--- config.mk ---
export PLATFORM = sky130hd
export DESIGN_NAME = booth_seq_mult_flat
export DESIGN_NICKNAME = d
export VERILOG_FILES = /design/src/rtl/booth_seq_mult_if.sv /design/src/rtl/booth_seq_mult.sv /design/src/flat_wrapper.sv
export SDC_FILE = /design/constraint.sdc
export NUM_CORES = 1
export LEC_CHECK = 0
export CORE_ASPECT_RATIO = 1.75
export CORE_MARGIN = 3
export CORE_UTILIZATION = 50
export DETAILED_ROUTE_END_ITERATION = 10
export PLACE_DENSITY = 0.83
export RECOVER_POWER = 25
export SYNTH_ARGS = -nofsm -noshare
export SYNTH_HDL_FRONTEND = slang
export SYNTH_SLANG_ARGS = --single-unit
--- constraint.sdc ---
create_clock -name clk -period 7.6 [get_ports clk]
set_input_delay 1.52 -clock clk [delete_from_list [all_inputs] [get_ports clk]]
set_output_delay 1.52 -clock clk [all_outputs]
set_load 0.1 [all_outputs]
--- src/rtl/booth_seq_mult_if.sv ---
// Operand/result bundle for the sequential Booth multiplier.
// Master drives start and operands; slave returns product, busy and done.
interface booth_seq_mult_if;
  logic        start;
  logic [7:0]  multiplicand;
  logic [7:0]  multiplier;
  logic [15:0] product;
  logic        busy;
  logic        done;

  modport master (output start, multiplicand, multiplier, input product, busy, done);
  modport slave  (input start, multiplicand, multiplier, output product, busy, done);
endinterface

--- src/rtl/booth_seq_mult.sv ---
// 8-bit ripple-carry adder feeding the Booth accumulator low byte.
module booth_rca8 (
  input  logic [7:0] a,
  input  logic [7:0] b,
  input  logic       cin,
  output logic [7:0] sum,
  output logic       cout
);
  logic [8:0] c;

  always_comb begin
    c    = '0;
    sum  = '0;
    c[0] = cin;
    for (int i = 0; i < 8; i++) begin
      sum[i]   = a[i] ^ b[i] ^ c[i];
      c[i+1]   = (a[i] & b[i]) | (c[i] & (a[i] ^ b[i]));
    end
    cout = c[8];
  end
endmodule

// Radix-2 Booth multiplier: signed 8x8 -> 16, one add/shift iteration per clock.
// Latency: product and a one-cycle done pulse 8 cycles after the accepting edge.
// Backpressure: start is only sampled in IDLE; requests during RUN/DONE are dropped.
module booth_seq_mult (
  input  logic             clk,
  input  logic             rst,
  booth_seq_mult_if.slave  bus
);
  typedef enum logic [1:0] {IDLE, RUN, DONE} state_t;

  state_t      state, state_nxt;
  logic [8:0]  acc, mreg, mop, acc_add, acc_sel, acc_sh;
  logic [7:0]  qreg, q_sh, add_sum;
  logic        qm1, qm1_sh, sub, add_en, add_cout;
  logic [3:0]  cnt;
  logic [15:0] product_r;

  // {Q[0], q_m1} = 10 subtracts M (via ~M + 1), 01 adds M, otherwise A is kept.
  assign sub    = qreg[0] & ~qm1;
  assign add_en = ~qreg[0] & qm1;
  assign mop    = sub ? ~mreg : mreg;

  booth_rca8 u_add (
    .a    (acc[7:0]),
    .b    (mop[7:0]),
    .cin  (sub),
    .sum  (add_sum),
    .cout (add_cout)
  );

  // Ninth bit extends the adder so M = -128 cannot overflow the accumulator.
  assign acc_add = {acc[8] ^ mop[8] ^ add_cout, add_sum};
  assign acc_sel = (sub | add_en) ? acc_add : acc;
  assign acc_sh  = {acc_sel[8], acc_sel[8:1]};
  assign q_sh    = {acc_sel[0], qreg[7:1]};
  assign qm1_sh  = qreg[0];

  always_comb begin
    state_nxt = state;
    unique case (state)
      IDLE:    if (bus.start) state_nxt = RUN;
      RUN:     if (cnt == 4'd7) state_nxt = DONE;
      DONE:    state_nxt = IDLE;
      default: state_nxt = IDLE;
    endcase
  end

  always_ff @(posedge clk or posedge rst) begin
    if (rst) state <= IDLE;
    else     state <= state_nxt;
  end

  always_ff @(posedge clk or posedge rst) begin
    if (rst) begin
      acc       <= '0;
      qreg      <= '0;
      qm1       <= 1'b0;
      mreg      <= '0;
      cnt       <= '0;
      product_r <= '0;
    end else begin
      case (state)
        IDLE: begin
          if (bus.start) begin
            acc  <= '0;
            qreg <= bus.multiplier;
            qm1  <= 1'b0;
            mreg <= {bus.multiplicand[7], bus.multiplicand};
            cnt  <= '0;
          end
        end
        RUN: begin
          acc  <= acc_sh;
          qreg <= q_sh;
          qm1  <= qm1_sh;
          cnt  <= cnt + 4'd1;
          if (cnt == 4'd7) product_r <= {acc_sh[7:0], q_sh};
        end
        default: ;
      endcase
    end
  end

  assign bus.busy    = (state == RUN);
  assign bus.done    = (state == DONE);
  assign bus.product = product_r;
endmodule

--- src/flat_wrapper.sv ---
// flat-port wrapper written by rule: the top's interface ports become plain ports
module booth_seq_mult_flat 
  (clk, rst, bus_start, bus_multiplicand, bus_multiplier, bus_product, bus_busy, bus_done);
  booth_seq_mult_if bus_i ();
  input  logic clk;
  input  logic rst;
  input wire logic [$bits(bus_i.start)-1:0] bus_start;
  input wire logic [$bits(bus_i.multiplicand)-1:0] bus_multiplicand;
  input wire logic [$bits(bus_i.multiplier)-1:0] bus_multiplier;
  output wire logic [$bits(bus_i.product)-1:0] bus_product;
  output wire logic [$bits(bus_i.busy)-1:0] bus_busy;
  output wire logic [$bits(bus_i.done)-1:0] bus_done;
  assign bus_i.start = bus_start;
  assign bus_i.multiplicand = bus_multiplicand;
  assign bus_i.multiplier = bus_multiplier;
  assign bus_product = bus_i.product;
  assign bus_busy = bus_i.busy;
  assign bus_done = bus_i.done;
  booth_seq_mult u_core (.clk(clk), .rst(rst), .bus(bus_i));
endmodule
==> flow_summary.yaml, run 1 <==
hold_path:
  hold_class: "reg2reg"
die:
  fp-row-count: 32
  die_y_um: 96.6
  start_util_pct: 52.3
  die_area_mm2: 0.00558
  die_w_um: 57.8
  core_area_mm2: 0.00448
  ios: 37
finish:
  fillers: 363
  drive_above_1_share_pct: 17.3
  stdcell_area_mm2: 0.00279
  layout_common_cells: "dfrtp_1 (47), clkdlybuf4s50_1 (35), nand2_1 (26)"
  nets: 253
  syn_to_final_growth_pct: 19.2
  antenna_cells: 0
  final_common_cell: "dfrtp_1"
routing:
  antenna_left: 0
  wl_um: 4200
  drt-initial-drc-count: 28
  dr.pass1.iters: 3
  routedWlPerCell_um: 15.2
  viasPerCell: 5.48
  vias: 1513
  drc: 0
clocking:
  holdBufCountCts: 0
  cts_num_sinks: 47
  cts.clk_slew.worst_paths_ps: 80
  numCtsBuffers: 5
  clk_path_buf_depth: 2
  post-cts-setup-buffer-count: 0
  cts_root_buffer: "clkbuf_8"
  clock_latency_ps: 290
  ctsHtreeMaxLevel: 2
  cts_resized: 0
  cts_tree: "done"
logic_synthesis:
  ys_types: 32
  syn_inst: 192
  synthMuxAreaShare_pct: 17.2
  ys_ff_latch: 47
  synth_warnings: 0
  postSynthAreaPerCell_um2: 12.2
  synth_compound_area_share_pct: 7.74
  synthSimpleGateAreaFrac_pct: 10.7
  yosysSeqAreaShare_pct: 50.2
  synth_xor_area_share_pct: 2.99
  synth_top_family_by_area: "multiplexers"
  synthAdderAreaFrac_pct: 7.05
  synth_fp_nets: 220
  synth.cell_area_mm2: 0.00234
sta:
  rsz0062_at_grt: "false"
  tightest_slew_ps: 2850
  hold_ws_ps: 504
  timing_max_transition_violations_final: 66
  fin_crit_sh_pct: 60.7
  final_hold_viol_count: 0
  finalSetupViolCount: 0
  relSlewSlack_pct: -91.3
  setup_tns_ps: 0
  fmax_ghz: 0.217
  clock_skew_ps: 2.74
  post-route-min-period_ps: 4610
placement:
  io_buffers: 36
  placed_area_mm2: 0.00271
  dp_hpwl_um: 2970
  gp_congestion: 0.776
worst_setup_path:
  critPathLaunchType: "flop"
  worstPathMaxFanout: 21
  arrival_ps: 3090
  required_ps: 6080
  worstSetupPathType: "reg2out"
  crit_path_end_kind: "output pin"
grt:
  gr-total-overflow: 0
  gr-usage-all-layers_pct: 16.6
  grt_pass1_wl_um: 7060
  grt_max_degree: 48
  grt_antenna_before_repair: 0
  grt_pass1_vias: 1525
status:
  violations: "max-capacitance violations, max-slew violations"
  status: "finished, violations left"
flow_run:
  drv_cap: 2
==> synth_stat cells <==
library cell / n / area share [%]
clkbuf_1: 2 / 0.32
xnor2_1: 2 / 0.75
o21bai_1: 1 / 0.32
xor2_1: 6 / 2.2
nor2b_1: 1 / 0.27
mux2_2: 22 / 11
buf_2: 7 / 1.5
dfrtp_1: 47 / 50
nor3b_1: 1 / 0.32
mux2_4: 9 / 5.8
o2bb2ai_1: 1 / 0.37
a21o_1: 1 / 0.32
o21ai_0: 17 / 3.6
o31ai_1: 1 / 0.32
nand2b_1: 4 / 1.1
inv_1: 7 / 1.1
buf_12: 1 / 0.85
nand2b_4: 1 / 0.59
a21oi_1: 8 / 1.7
o21a_1: 1 / 0.32
nor4b_1: 1 / 0.37
buf_4: 1 / 0.32
and3b_1: 7 / 2.6
nand4_1: 1 / 0.27
nor3_1: 1 / 0.21
fa_1: 7 / 6.0
mux2i_1: 2 / 0.85
nor2_1: 1 / 0.16
a22o_1: 2 / 0.75
nand2_1: 26 / 4.2
nor3_4: 1 / 0.69
ha_1: 2 / 1.1
==> critical path: stages, from the launching register on <==
cell             delay, ps
dfrtp_1                710
nand2b_1               390
inv_1                  460
clkdlybuf4s50_1       1230
==> logic make-up after synthesis <==
| family | count (synthesis) |
|---|---|
| buf+inv | 18 |
| compound gates | 32 |
| fa+ha+maj | 9 |
| flops | 47 |
| xor+xnor | 8 |
| mux | 33 |
| simple gates | 45 |
==> final timing paths <==
path	startpoint	to	slack [ps]	cells after the start
min reg2reg	u_core.cnt[3]	u_core.cnt[3]	500	1
min in group asynchronous	rst	u_core.bus.product[7]	2210	2
min	u_core.cnt[3]	u_core.cnt[3]	500	1
max	u_core.state[0]	bus_busy	2990	3
max reg2reg	u_core.qreg[0]	u_core.bus.product[14]	3400	12
max in group asynchronous	rst	u_core.bus.product[5]	4380	2
==> cell type report <==
class	count	area, um^2	area share [%]
Tap cell	51	63.8	2.28
Sequential cell	47	1180	42.1
Clock buffer	6	72.6	2.60
Multi-Input combinational cell	127	1060	37.8
Clock inverter	1	30.0	1.07
Inverter	7	26.3	0.940
Timing Repair Buffer	37	368	13.2
==> per-stage QoR <==
step	instances	util (%)	setup WS [ps]
CTS	276	62.7	3190
finish	276	62.3	2990
global placement	269	60.4	3510
floorplan	192	-	3550
global route	276	62.3	2830
detailed placement	269	60.4	3410
==> sequential cells by signal (all words and copies together) (netlist names) <==
| name | count |
|---|---|
| u_core.acc | 8 |
| u_core.state | 2 |
| u_core.cnt | 4 |
| u_core.qreg | 8 |
| u_core.qm1 | 1 |
| u_core.mreg | 8 |
| u_core.bus.product | 16 |
==> per-layer routing <==
layer	track usage, %	wire, um
met5	0	0
met4	5.42	61
met3	3.72	160
met1	19.6	1650
met2	29.3	2330
Power of run 1 is left out: the tool's default activity adds up to more than one toggle a clock period on the data nets, which glitch-free logic cannot reach.
==> run 2, diff against run 1 <==
==> constraint.sdc (replaced) <==
create_clock -name clk -period 4.4 [get_ports clk]
set_input_delay 0.88 -clock clk [delete_from_list [all_inputs] [get_ports clk]]
set_output_delay 0.88 -clock clk [all_outputs]
set_load 0.1 [all_outputs]
==> run 2 against run 1 <==
  * The flow still finishes with violations (max-capacitance violations, max-slew violations)
  * Worst setup slack worse by 2700 ps
  * Cell count is 0.72% higher
  * Sequential cell count did not move
  * First-iteration DRC count grew 25%
  * Highest routed layer unchanged
==> flow_summary.yaml, run 2 (synthesized netlist as in run 1, its figures left out) <==
status:
  status: "finished, violations left"
  violations: "max-capacitance violations, max-slew violations"
routing:
  dr.pass1.iters: 4
  vias: 1501
  wl_um: 4280
  viasPerCell: 5.40
  routedWlPerCell_um: 15.4
  drc: 0
  antenna_left: 0
  drt-initial-drc-count: 35
die:
  die_y_um: 96.6
  ios: 37
  core_area_mm2: 0.00448
  die_w_um: 57.8
  fp-row-count: 32
  die_area_mm2: 0.00558
  start_util_pct: 52.3
sta:
  post-route-min-period_ps: 4130
  timing_max_transition_violations_final: 48
  worst_slack_ps: 267
  final_hold_viol_count: 0
  tightest_slew_ps: 1770
  setup_tns_ps: 0
  fmax_ghz: 0.242
  fin_crit_sh_pct: 93.9
  clock_skew_ps: 10.1
  rsz0062_at_grt: "false"
  finalSetupViolCount: 0
  relSlewSlack_pct: -18.0
clocking:
  cts.clk_slew.worst_paths_ps: 90
  post-cts-setup-buffer-count: 0
  clk_path_buf_depth: 2
  cts_num_sinks: 47
  cts_root_buffer: "clkbuf_8"
  numCtsBuffers: 5
  cts_resized: 0
  clock_latency_ps: 310
  cts_tree: "done"
  ctsHtreeMaxLevel: 2
  holdBufCountCts: 0
finish:
  layout_common_cells: "dfrtp_1 (47), clkdlybuf4s50_1 (34), nand2_1 (26)"
  syn_to_final_growth_pct: 20.7
  antenna_cells: 0
  drive_above_1_share_pct: 19.8
  stdcell_area_mm2: 0.00283
  largest_reg_flops: 16
  nets: 254
  final_common_cell: "dfrtp_1"
  fillers: 371
placement:
  dp_hpwl_um: 2990
  place_ws_ps: 260
  placed_area_mm2: 0.00272
  gp_congestion: 0.771
  io_buffers: 36
worst_setup_path:
  required_ps: 4640
  arrival_ps: 4380
  crit_path_end_kind: "flop"
  worstPathMaxFanout: 6
  worstSetupPathType: "reg2reg"
  critPathLaunchType: "flop"
  r2r_slack_ps: 270
grt:
  grt_antenna_before_repair: 0
  gr-total-overflow: 0
  grt_pass1_wl_um: 7310
  gr-usage-all-layers_pct: 17.4
  grt_pass1_vias: 1549
  grt_max_degree: 48
hold_path:
  hold_class: "reg2reg"
flow_run:
  drv_cap: 1
[run 2: area by class of cell]
cell class / instances / area [um^2] / share of cell area (%)
clock buffers: 5 / 68.8 / 2.43
multi-input cells: 127 / 1080 / 38.1
flip-flops and latches: 47 / 1180 / 41.6
well taps: 51 / 63.8 / 2.26
inverters: 7 / 26.3 / 0.929
repair buffers: 38 / 373 / 13.2
clock inverters: 3 / 43.8 / 1.55
[run 2: worst paths after layout]
path                       cells after the start                  start                     end
max                                           12         u_core.qreg[0]  u_core.bus.product[14]
max in group asynchronous                      2                    rst           u_core.cnt[0]
min                                            1  u_core.bus.product[1]   u_core.bus.product[1]
max reg2reg                                   12         u_core.qreg[0]  u_core.bus.product[14]
min in group asynchronous                      2                    rst          u_core.mreg[0]
min reg2reg                                    1  u_core.bus.product[1]   u_core.bus.product[1]
[run 2: layer usage]
metal  wire length [um]  share of wire [%]  GRT usage, %
met1               1800                 42          20.5
met5                  0                  0             0
met4                 80                1.9          6.96
met3                150                3.5          3.99
met2               2250                 53          30.1
[run 2: worst max-delay path, cell delays in order (launching register included)]
cell and delay, ps:
dfrtp_1 410, ha_1 300, mux2_2 310, fa_1 420, fa_1 430, fa_1 420, fa_1 390, fa_1 360
inv_1 70, fa_1 180, fa_1 430, mux2i_1 170, mux2_2 180
[run 2: metrics by stage]
step | instances | hold slack, ps | util, %
5_1_grt | 278 | 531 | 63.1
2_1_floorplan | 192 | 472 | -
4_1_cts | 278 | 521 | 63.1
6_report | 278 | 516 | 63.1
3_5_place_dp | 270 | 493 | 60.5
3_3_place_gp | 270 | 486 | 60.5
Power of run 2 is left out for the same reason.
